===== config.mk =====
export PLATFORM = sky130hd
export DESIGN_NAME = pipe_rx_fifo
export DESIGN_NICKNAME = d
export VERILOG_FILES = /design/src/rtl/pipe_pkg.sv /design/src/rtl/pipe_fifo_ptr.sv /design/src/rtl/pipe_rx_fifo.sv
export SDC_FILE = /design/constraint.sdc
export NUM_CORES = 1
export LEC_CHECK = 0
export CAP_MARGIN = 5
export CELL_PAD_IN_SITES_DETAIL_PLACEMENT = 1
export CELL_PAD_IN_SITES_GLOBAL_PLACEMENT = 1
export CORE_ASPECT_RATIO = 1.4
export CORE_MARGIN = 2
export CORE_UTILIZATION = 40
export DETAILED_ROUTE_END_ITERATION = 6
export GPL_ROUTABILITY_DRIVEN = 0
export PLACE_DENSITY_LB_ADDON = 0.05
export SLEW_MARGIN = 10
export SYNTH_ARGS = -nofsm -noshare
export SYNTH_HDL_FRONTEND = slang
export SYNTH_SLANG_ARGS = --single-unit

===== constraint.sdc =====
create_clock -name clk -period 3.3 [get_ports clk]
set_input_delay 0.66 -clock clk [delete_from_list [all_inputs] [get_ports clk]]
set_output_delay 0.66 -clock clk [all_outputs]
set_load 0.01 [all_outputs]

===== src/rtl/pipe_pkg.sv =====
// Shared definitions for the receive-side pipeline FIFO.
// Default sizes and the pointer-width helper used by pipe_rx_fifo and pipe_fifo_ptr.
package pipe_pkg;

    localparam int DEFAULT_WIDTH = 8;
    localparam int DEFAULT_DEPTH = 4;
    localparam int DROPCNT_W     = 16;

    // Pointer width: index bits plus one wrap bit.
    function automatic int ptr_w(input int depth);
        return $clog2(depth) + 1;
    endfunction

endpackage : pipe_pkg


===== src/rtl/pipe_fifo_ptr.sv =====
// Wrap-bit FIFO pointer: a PW-bit counter with increment enable.
// The MSB is the wrap bit; the low PW-1 bits index the storage array.
// The counter wraps naturally at 2**PW.
module pipe_fifo_ptr #(
    parameter int PW = 3
) (
    input  logic          clk,
    input  logic          rst_n,
    input  logic          inc,
    output logic [PW-1:0] ptr
);

    // Pointer register: sync active-low reset, advance by one when enabled.
    always_ff @(posedge clk) begin
        // NOTE: nonblocking so every flop samples pre-edge values regardless of process order.
        if (!rst_n) begin
            ptr <= '0;
        end else if (inc) begin
            ptr <= ptr + PW'(1);
        end
    end

endmodule : pipe_fifo_ptr


===== src/rtl/pipe_rx_fifo.sv =====
// Receive-side circular FIFO placed after the valid/data pipeline.
// Upstream cannot be stalled, so beats arriving while full are dropped and flagged
// through a sticky overflow bit. The head entry is offered over valid/ready.
// Optional feature macro PIPE_RX_FIFO_DROPCNT_EN adds a saturating 16-bit drop counter.
module pipe_rx_fifo
    import pipe_pkg::*;
#(
    parameter int WIDTH = DEFAULT_WIDTH,
    parameter int DEPTH = DEFAULT_DEPTH
) (
    input  logic                       clk,
    input  logic                       rst_n,
    input  logic                       in_valid,
    input  logic [WIDTH-1:0]           in_data,
    output logic                       m_valid,
    input  logic                       m_ready,
    output logic [WIDTH-1:0]           m_data,
    output logic [$clog2(DEPTH):0]     count,
    output logic                       full,
    output logic                       overflow,
    input  logic                       clr_ovf
`ifdef PIPE_RX_FIFO_DROPCNT_EN
    ,
    output logic [DROPCNT_W-1:0]       drop_cnt
`endif
);

    localparam int PW = ptr_w(DEPTH);
    localparam int AW = PW - 1;

    logic [WIDTH-1:0] mem [DEPTH];
    logic [PW-1:0]    wr_ptr;
    logic [PW-1:0]    rd_ptr;
    logic             push;
    logic             pop;
    logic             drop;

    // Status derived from the pointer registers.
    assign m_valid = (wr_ptr != rd_ptr);
    assign full    = (wr_ptr[AW-1:0] == rd_ptr[AW-1:0]) && (wr_ptr[AW] != rd_ptr[AW]);
    assign count   = wr_ptr - rd_ptr;

    // A pop frees the head slot in the same cycle, so a full FIFO can still accept.
    assign pop  = m_valid & m_ready;
    assign push = in_valid & (~full | pop);
    assign drop = in_valid & full & ~pop;

    // Head entry is gated to zero whenever the FIFO is empty.
    assign m_data = m_valid ? mem[rd_ptr[AW-1:0]] : '0;

    pipe_fifo_ptr #(.PW(PW)) u_wr_ptr (
        .clk   (clk),
        .rst_n (rst_n),
        .inc   (push),
        .ptr   (wr_ptr)
    );

    pipe_fifo_ptr #(.PW(PW)) u_rd_ptr (
        .clk   (clk),
        .rst_n (rst_n),
        .inc   (pop),
        .ptr   (rd_ptr)
    );

    // Storage write at the write index on every accepted beat.
    always_ff @(posedge clk) begin
        // NOTE: storage has no reset; empty/valid is tracked entirely by the pointers.
        if (push) begin
            mem[wr_ptr[AW-1:0]] <= in_data;
        end
    end

    // Sticky overflow: a drop wins over a simultaneous clear.
    always_ff @(posedge clk) begin
        if (!rst_n) begin
            overflow <= 1'b0;
        end else if (drop) begin
            overflow <= 1'b1;
        end else if (clr_ovf) begin
            overflow <= 1'b0;
        end
    end

`ifdef PIPE_RX_FIFO_DROPCNT_EN
    // Saturating drop counter; a drop coinciding with a clear restarts the count at 1.
    always_ff @(posedge clk) begin
        if (!rst_n) begin
            drop_cnt <= '0;
        end else if (drop) begin
            if (clr_ovf) begin
                drop_cnt <= DROPCNT_W'(1);
            end else if (drop_cnt != '1) begin
                drop_cnt <= drop_cnt + DROPCNT_W'(1);
            end
        end else if (clr_ovf) begin
            drop_cnt <= '0;
        end
    end
`endif

endmodule : pipe_rx_fifo


==> results list <==
* Leftover overflow at the end of global routing: 0
* Outcome: finished, final reports clean
- Cells taking the most area after synthesis: sky130_fd_sc_hd__edfxtp_1 (54%), sky130_fd_sc_hd__dfxtp_1 (10%), sky130_fd_sc_hd__mux4_2 (10%)
* Synth Area per Inst: 15.82 um^2
* Final Hold Fails: 0
- On the worst path, the slowest cell contributes a delay of 0.55 ns.
- Fraction of final layout cells sized beyond drive strength 1: 0.1338
* Clock tree from TritonCTS: done
- Global-route wire length before repair: 5651 um
- Unrepaired setup endpoints after global routing: no
- Data on the critical path is required at its endpoint by 2.64 ns.
* Synth Area in XOR/XNOR: 0.01412
- Across the routed clock network, the largest skew measured is 0.004375 ns.
- Post-detailed-route via-to-cell ratio: 4.980
* Buffers added on ports: 26
- Post-route cell area: 2223 um^2
* Maximum Capacitance Violations: 0
* Endpoint arrival time on the critical path: 2.31 ns
- CTS saw 41 sinks.
* Number of warnings issued by yosys: 0
- The placed instances occupy a cell area of 2090 um^2.
- Vias in the first global route: 1100
- Most common cell after layout, fill and taps aside: sky130_fd_sc_hd__edfxtp_1
- The share of synthesized area in the top cell type comes to 0.5424.
- Register area share after synthesis: 0.6441
* Area of the core: 4239 um^2
* Top library cells by usage in the layout, fill and taps aside: sky130_fd_sc_hd__edfxtp_1 (32), sky130_fd_sc_hd__clkdlybuf4s50_1 (26), sky130_fd_sc_hd__nor2b_1 (9), sky130_fd_sc_hd__nand2_1 (9), sky130_fd_sc_hd__dfxtp_1 (9)
- Cell at the root of the clock tree: sky130_fd_sc_hd__clkbuf_8
- Setup violations remaining at the end of the flow were counted as 0.
* Peak Freq: 0.3365 GHz
* Routed Wire Length: 3579 um
- CTS max path bufs: 2
- Via count: 1006
* Worst min-delay path category: reg2reg
- The number of antenna violations at the first check in global routing was 0.
- Gates resized during post-CTS repair numbered 0.
* Worst relative slew slack: 0.6242
- Counting flops and latches in the post-synthesis netlist gives 41.
- Of the total synthesized cell area, the portion taken by full adders, half adders and majority gates is 0.06073.
- After synthesis, the share of cell area in mux cells is 0.1356.
* Synthesized-area fraction occupied by ao, oa, aoi and oai cells: 0.02684
- Crit path max-delay family: buffers and inverters
- In this run the horizontal extent of the chip is 60.25 um.
- Summed negative setup slack over all endpoints: 0 ns
- Across the VDD grid, the largest voltage drop is 0.0002280 V.
- The worst setup path is of the reg2out kind.
* Average wire length per cell after detail routing: 17.72 um
- Along the worst path, the maximum fanout reaches 10.
- STA classifies the critical path startpoint as a register.
* Count of antenna diodes in the layout: 0
- I/O pin count: 27
- Floorplan die area: 4985 um^2
- Synthesized instance count: 112
- Pwr per Cell Area: 621.4 nW/um^2
* H-Tree Level Count: 2
- The worst setup path is captured at an output pin.
- Tmin final: 2.972 ns
- By area, the combinational part of the netlist is dominated by multiplexers.
- Transition time at the pin with the least slew margin: 0.5629 ns
* Clock latency on the worst-skew pair: 0.29 ns
- Standard-cell rows: 28
- In the finished design, the share of the clock period the worst path needs comes to 0.9005.
* Total GRT Usage: 0.1680
* Mapped Nets: 133
* Detailed-routing iteration count for the pre-antenna-repair pass: 4
- Once the clock tree was built, the setup fixing pass inserted 0 buffers.
* Total clock buffers created by CTS: 5
* Initial core utilization: 0.4179
- The critical path contains buffers and inverters numbering 2 combined.
* Post-synthesis cell area: 1772 um^2
- Slowest stage cell on the critical path: sky130_fd_sc_hd__clkdlybuf4s50_1
- Area growth, synth to finish: 25.49%
* Area share of and/or/nand/nor cells after synthesis: 0.09181
- Unique masters post-synth: 26
- Measured along the y axis, the die boundary spans 82.75 um.
- The analysis attributes to cell leakage a power of 0.7673 nW.
- Largest net degree at the start of global routing: 15
* DP HPWL: 2620 um
* CTS Hold Bufs: 0
- Final number of max-transition violations: 0
* Clock slew seen by the registers of the worst setup and hold paths: 0.08 ns
- For this run, design rule violations remaining after detail routing come to 0.
- In this run, the number of DRC markers left after iteration 0 of detailed routing was 24.
* Synth area leader: sky130_fd_sc_hd__edfxtp_1
- Walking the worst path, the cells encountered are inv_1 > ha_1 > and2_1 > and2_2 > nor2b_1 > clkdlybuf4s50_1.
* Post-detailed-route count of antenna-violating nets: 0
* Post-layout net count: 162
- # fillers: 431
area by class of cell:
| type | count | area (um^2) | area share |
|---|---|---|---|
| clock inverter | 3 | 65.06 | 0.02926 |
| sequential | 41 | 1141 | 0.5132 |
| clock buffer | 5 | 68.82 | 0.03095 |
| multi-input combinational | 59 | 583.1 | 0.2622 |
| inverter | 8 | 30.03 | 0.01351 |
| tap | 60 | 75.07 | 0.03376 |
| timing repair buffer | 26 | 260.3 | 0.1171 |
routing by layer:
layer	track usage	vias up	wire length (um)
li1	-	465	-
met1	0.1641	510	1354
met2	0.3250	25	2044
met3	0.04673	6	125
met4	0.06000	0	54
met5	0	-	0
state kept, by name, indices dropped and copies added (netlist names), named ones only:
name,count
u_rd_ptr.ptr,3
mem,32
overflow,1
u_wr_ptr.ptr,3
worst reg2reg max path: stages (launching register included):
cell and delay [ns]:
sky130_fd_sc_hd__dfxtp_1 0.38, sky130_fd_sc_hd__inv_1 0.12, sky130_fd_sc_hd__ha_1 0.34, sky130_fd_sc_hd__nand2_1 0.15, sky130_fd_sc_hd__o31a_2 0.22, sky130_fd_sc_hd__and2_1 0.45
worst paths after layout:
| check | from | to | slack, ns | depth (start not counted) |
|---|---|---|---|---|
| worst max-delay path | u_wr_ptr.ptr[0] | m_data[5] | 0.33 | 6 |
| worst min-delay path | u_wr_ptr.ptr[0] | u_wr_ptr.ptr[0] | 0.51 | 2 |
| worst max register to register | u_wr_ptr.ptr[0] | mem[0][6] | 1.28 | 5 |
| worst min register to register | u_wr_ptr.ptr[0] | u_wr_ptr.ptr[0] | 0.51 | 2 |
synth_stat cells:
cell,n
sky130_fd_sc_hd__edfxtp_1,32
sky130_fd_sc_hd__dfxtp_1,9
sky130_fd_sc_hd__nand2_1,9
sky130_fd_sc_hd__nor2b_1,9
sky130_fd_sc_hd__inv_1,8
sky130_fd_sc_hd__mux4_2,8
sky130_fd_sc_hd__ha_1,7
sky130_fd_sc_hd__mux2i_1,6
sky130_fd_sc_hd__and2_1,4
sky130_fd_sc_hd__buf_2,2
sky130_fd_sc_hd__nand2b_1,2
sky130_fd_sc_hd__o211ai_1,2
sky130_fd_sc_hd__a21oi_1,1
sky130_fd_sc_hd__and2_2,1
sky130_fd_sc_hd__buf_1,1
sky130_fd_sc_hd__clkbuf_1,1
sky130_fd_sc_hd__fa_1,1
sky130_fd_sc_hd__nand4_1,1
sky130_fd_sc_hd__nand4b_1,1
sky130_fd_sc_hd__nor2_1,1
sky130_fd_sc_hd__nor4b_1,1
sky130_fd_sc_hd__o21a_1,1
sky130_fd_sc_hd__o311a_1,1
sky130_fd_sc_hd__o31a_2,1
sky130_fd_sc_hd__xnor2_1,1
sky130_fd_sc_hd__xnor2_2,1
metrics by stage:
| stage | util | setup slack [ns] | total power [W] | hold slack (ns) | instances |
|---|---|---|---|---|---|
| after floorplan | - | 1.210 | 0.0007831 | 0.4688 | 112 |
| after global placement | 0.4929 | 0.6752 | 0.0009214 | 0.4879 | 194 |
| after detailed placement | 0.4929 | 0.5915 | 0.0009317 | 0.5071 | 194 |
| after CTS | 0.5245 | 0.2707 | 0.001400 | 0.5181 | 202 |
| after global routing | 0.5245 | 0.1658 | 0.001445 | 0.5490 | 202 |
| final | 0.5245 | 0.3284 | 0.001382 | 0.5092 | 202 |
cells by family (layout without fill, tap and decap cells):
family | after synthesis | count (layout)
buf+inv | 12 | 42
mux | 14 | 14
flops | 41 | 41
compound gates | 6 | 6
fa+ha+maj | 8 | 8
xor+xnor | 2 | 2
simple gates | 29 | 29
where the power goes:
group          total [W]  internal (W)  switching (W)
registers       0.000615      0.000586      0.0000292
logic           0.000296      0.000168       0.000128
clock network   0.000470      0.000300       0.000170
total            0.00138       0.00105       0.000328
No activity file was read; power rests on OpenSTA's default activity.
